[src/rtl/fsm.sv]
// Serial detector for the 8-bit HDLC flag 01111110 (first bit 0).
// Moore machine: y pulses for one cycle on the edge that samples the closing 0.
module fsm (
  input  logic clk,
  input  logic reset,
  input  logic w,
  output logic y
);

  typedef enum logic [3:0] {
    S0 = 4'd0,
    S1 = 4'd1,
    S2 = 4'd2,
    S3 = 4'd3,
    S4 = 4'd4,
    S5 = 4'd5,
    S6 = 4'd6,
    S7 = 4'd7,
    S8 = 4'd8
  } state_t;

  state_t state;

  // y is registered alongside the state and equals (state == S8) at all times.
  always_ff @(posedge clk) begin
    if (reset) begin
      state <= S0;
      y     <= 1'b0;
    end else begin
      y <= 1'b0;
      case (state)
        S0: state <= w ? S0 : S1;
        S1: state <= w ? S2 : S1;
        S2: state <= w ? S3 : S1;
        S3: state <= w ? S4 : S1;
        S4: state <= w ? S5 : S1;
        S5: state <= w ? S6 : S1;
        S6: state <= w ? S7 : S1;
        S7: begin
          // a seventh consecutive 1 leaves no suffix worth keeping
          if (w) begin
            state <= S0;
          end else begin
            state <= S8;
            y     <= 1'b1;
          end
        end
        // the flag's closing 0 doubles as the next flag's opening 0
        S8: state <= w ? S2 : S1;
        default: state <= S0;
      endcase
    end
  end

endmodule

[config.mk]
export PLATFORM = sky130hd
export DESIGN_NAME = fsm
export DESIGN_NICKNAME = d
export VERILOG_FILES = /design/src/rtl/fsm.sv
export SDC_FILE = /design/constraint.sdc
export NUM_CORES = 1
export LEC_CHECK = 0
export CORE_AREA = 2 2 39 41
export DETAILED_ROUTE_END_ITERATION = 10
export DIE_AREA = 0 0 41 43
export GPL_TIMING_DRIVEN = 0
export MAX_ROUTING_LAYER = met4
export PLACE_DENSITY = 0.35
export SYNTH_ARGS = -nofsm -noshare
export SYNTH_HDL_FRONTEND = slang
export SYNTH_SLANG_ARGS = --single-unit
[constraint.sdc]
create_clock -name clk -period 1.9 [get_ports clk]
set_input_delay 0.38 -clock clk [delete_from_list [all_inputs] [get_ports clk]]
set_output_delay 0.38 -clock clk [all_outputs]
set_load 0.005 [all_outputs]
==> reports/results.txt <==
Status: completed
Clock Skews: 0.00552 ns
Fin util: 0.203
Buf+Inv Stages, Crit Path: 1
Dominant cells by area after synthesis: dfxtp_1 (49%), nor4_1 (6.1%), a21oi_1 (4.9%)
Grt ovf: 0
Root Buffer Master: clkbuf_4
Worst-margin pin slew: 0.227 ns
Post-synth EDFFs: 0
Die ar.: 0.00176 mm2
Tcrit/Tclk final: 0.744
WL met3: 19 um
CTS tree: yes
Worst flop-to-flop path startpoint: state[2]
DP Cell Count: 40
Worst Hold Class: reg2reg
First-pass GRT wire length: 752 um
Sequential share of the synthesized area: 0.491
CTS Buffer Depth: 2
Post-cts resize count: 0
Router iterations before antenna repair: 4
VDD IR max: 303 uV
Number of port buffers: 3
Synth Cell Area: 204 um2
Largest net degree at the start of global routing: 9
RSZ-0062 raised after global routing: no
Vias per inst: 4.23
Drt wl/cell: 9.05 um
Vias in the first global route: 189
Worst-Skew Late Latency: 0.24 ns
Die H: 43 um
CTS sink count: 5
Count of different cell masters after synthesis: 15
Top Family by Delay on Critical Path: buffers and inverters
HP Start: state[0]
Core box area: 0.00138 mm2
Synth area leader: dfxtp_1
Num CTS Buffers: 3
CP max FO: 1
Antenna viol nets, final: 0
Relative slew slack: 0.847
# setup viols final: 0
Worst setup EP type: output port
Power density over the cells: 883 mW/mm2
Critical path type: reg2out
Max Cap Viol: 0
Nets@finish: 32
Starting Density: 0.147
Arrival time worst endpoint: 1.03 ns
Prevailing post-synth register cell: dfxtp_1
Clock transition at path regs: 0.05 ns
Number of non-filler instances in the completed layout: 44
Total Routing Usage GR: 0.0680
Final TNS setup: 0 ns
Count leader, synth: dfxtp_1
Crit path cell chain: clkdlybuf4s50_1
Reg2reg end: state[0]
Total Wirelength: 398 um
Tmin final: 1.41 ns
Initial antenna violation count: 0
Share of the synthesized area in the top cell type: 0.491
Post-Synthesis Net Count: 24
Critical Path RT: 1.52 ns
Post-CTS Setup Bufs: 0
Layout cells sized above 1: 0.143
Vias: 186
Min-Delay Path Depth: 2
GP Congestion: 0.742
H-Tree Depth: 1
Slew Viols, Final: 0
Slowest-stage cell, CP: clkdlybuf4s50_1
F_max: 707 MHz
Final Hold Viols: 0
Setup slack, reg-to-reg: 0.91 ns
Yosys Warn Count: 0
Cells after synthesis: 21
Reg2Reg Depth: 3
Mean Syn Cell Area: 9.71 um2
Synth cell count leaders: dfxtp_1 (5), a21oi_1 (2), nor4_1 (2)
Element type at the critical path start: flop
Ys async rst share: 0
Lkg Pwr: 0.0904 nW
M1 WL: 194 um
DR WL met2: 174 um
Drt initial violations: 2
# DRC: 0
# diodes: 0
Number of core rows: 14
Crit-path max cell delay: 0.49 ns
Top Layer Used: met4
Hold EP: y
Post-CTS Hold Buffers: 0
Die W: 41 um
# IOs: 4
Synth-to-Final Area Change: 37.4%
Seq cells post-synth: 5
sequential cells by signal, indices dropped and copies added (netlist names):
signal,count
y,1
state,4
worst max-delay path by stage:
stage,start,end,slack (ns),depth (start not counted)
2_1_floorplan,state[2],state[0],1.0,3
3_3_place_gp,reset,y,0.57,3
3_5_place_dp,w,state[2],0.60,2
4_1_cts,y,y,0.47,1
5_1_grt,y,y,0.42,1
6_report,y,y,0.49,1
cells by family (layout without fill, tap and decap cells):
logic type / after synthesis / after routing / share of synthesized area
buf+inv: 0 / 7 / 0
simple gates: 10 / 10 / 0.319
compound gates: 5 / 5 / 0.147
flops: 5 / 5 / 0.491
xor+xnor: 1 / 1 / 0.0430
placed cells by master (no fill, tap or decap):
cell	count
nor3_1	1
dfxtp_1	5
o21ai_0	1
nor4bb_1	1
nor4b_1	1
clkbuf_4	3
nand2_2	1
nand2b_1	1
o21bai_1	1
xor2_1	1
a211oi_1	1
nor2b_1	1
or3_1	1
clkdlybuf4s50_1	3
nor4_1	2
clkbuf_1	1
a21oi_1	2
nor2_1	1
power by group:
part / switching, W / internal, W / total, W / leakage, nW
logic: 0.00000570 / 0.00000843 / 0.0000141 / 0.0347
clock network: 0.0000430 / 0.0000794 / 0.000122 / 0.0150
registers: 0.00000316 / 0.000108 / 0.000111 / 0.0407
area by class of cell:
class | instances | area (um2)
Fill cell | 150 | 1100
Multi-Input combinational cell | 16 | 104
Timing Repair Buffer | 3 | 30.0
Tap cell | 16 | 20.0
Clock buffer | 4 | 26.3
Sequential cell | 5 | 100
routing by layer:
metal | vias up | GRT usage
met5 | - | -
met2 | 6 | 0.0813
li1 | 93 | -
met3 | 2 | 0.0314
met1 | 85 | 0.0806
met4 | 0 | 0.0600
per-stage QoR:
stage / instance area [um2] / hold WS, ns / power, W / worst slack [ns]
floorplan: 204 / 0.449 / 0.000119 / 0.997
global placement: 254 / 0.527 / 0.000127 / 0.569
detailed placement: 254 / 0.529 / 0.000127 / 0.604
CTS: 280 / 0.537 / 0.000253 / 0.469
global route: 280 / 0.574 / 0.000263 / 0.421
finish: 280 / 0.539 / 0.000247 / 0.487
(Power assumes the default switching activity.)
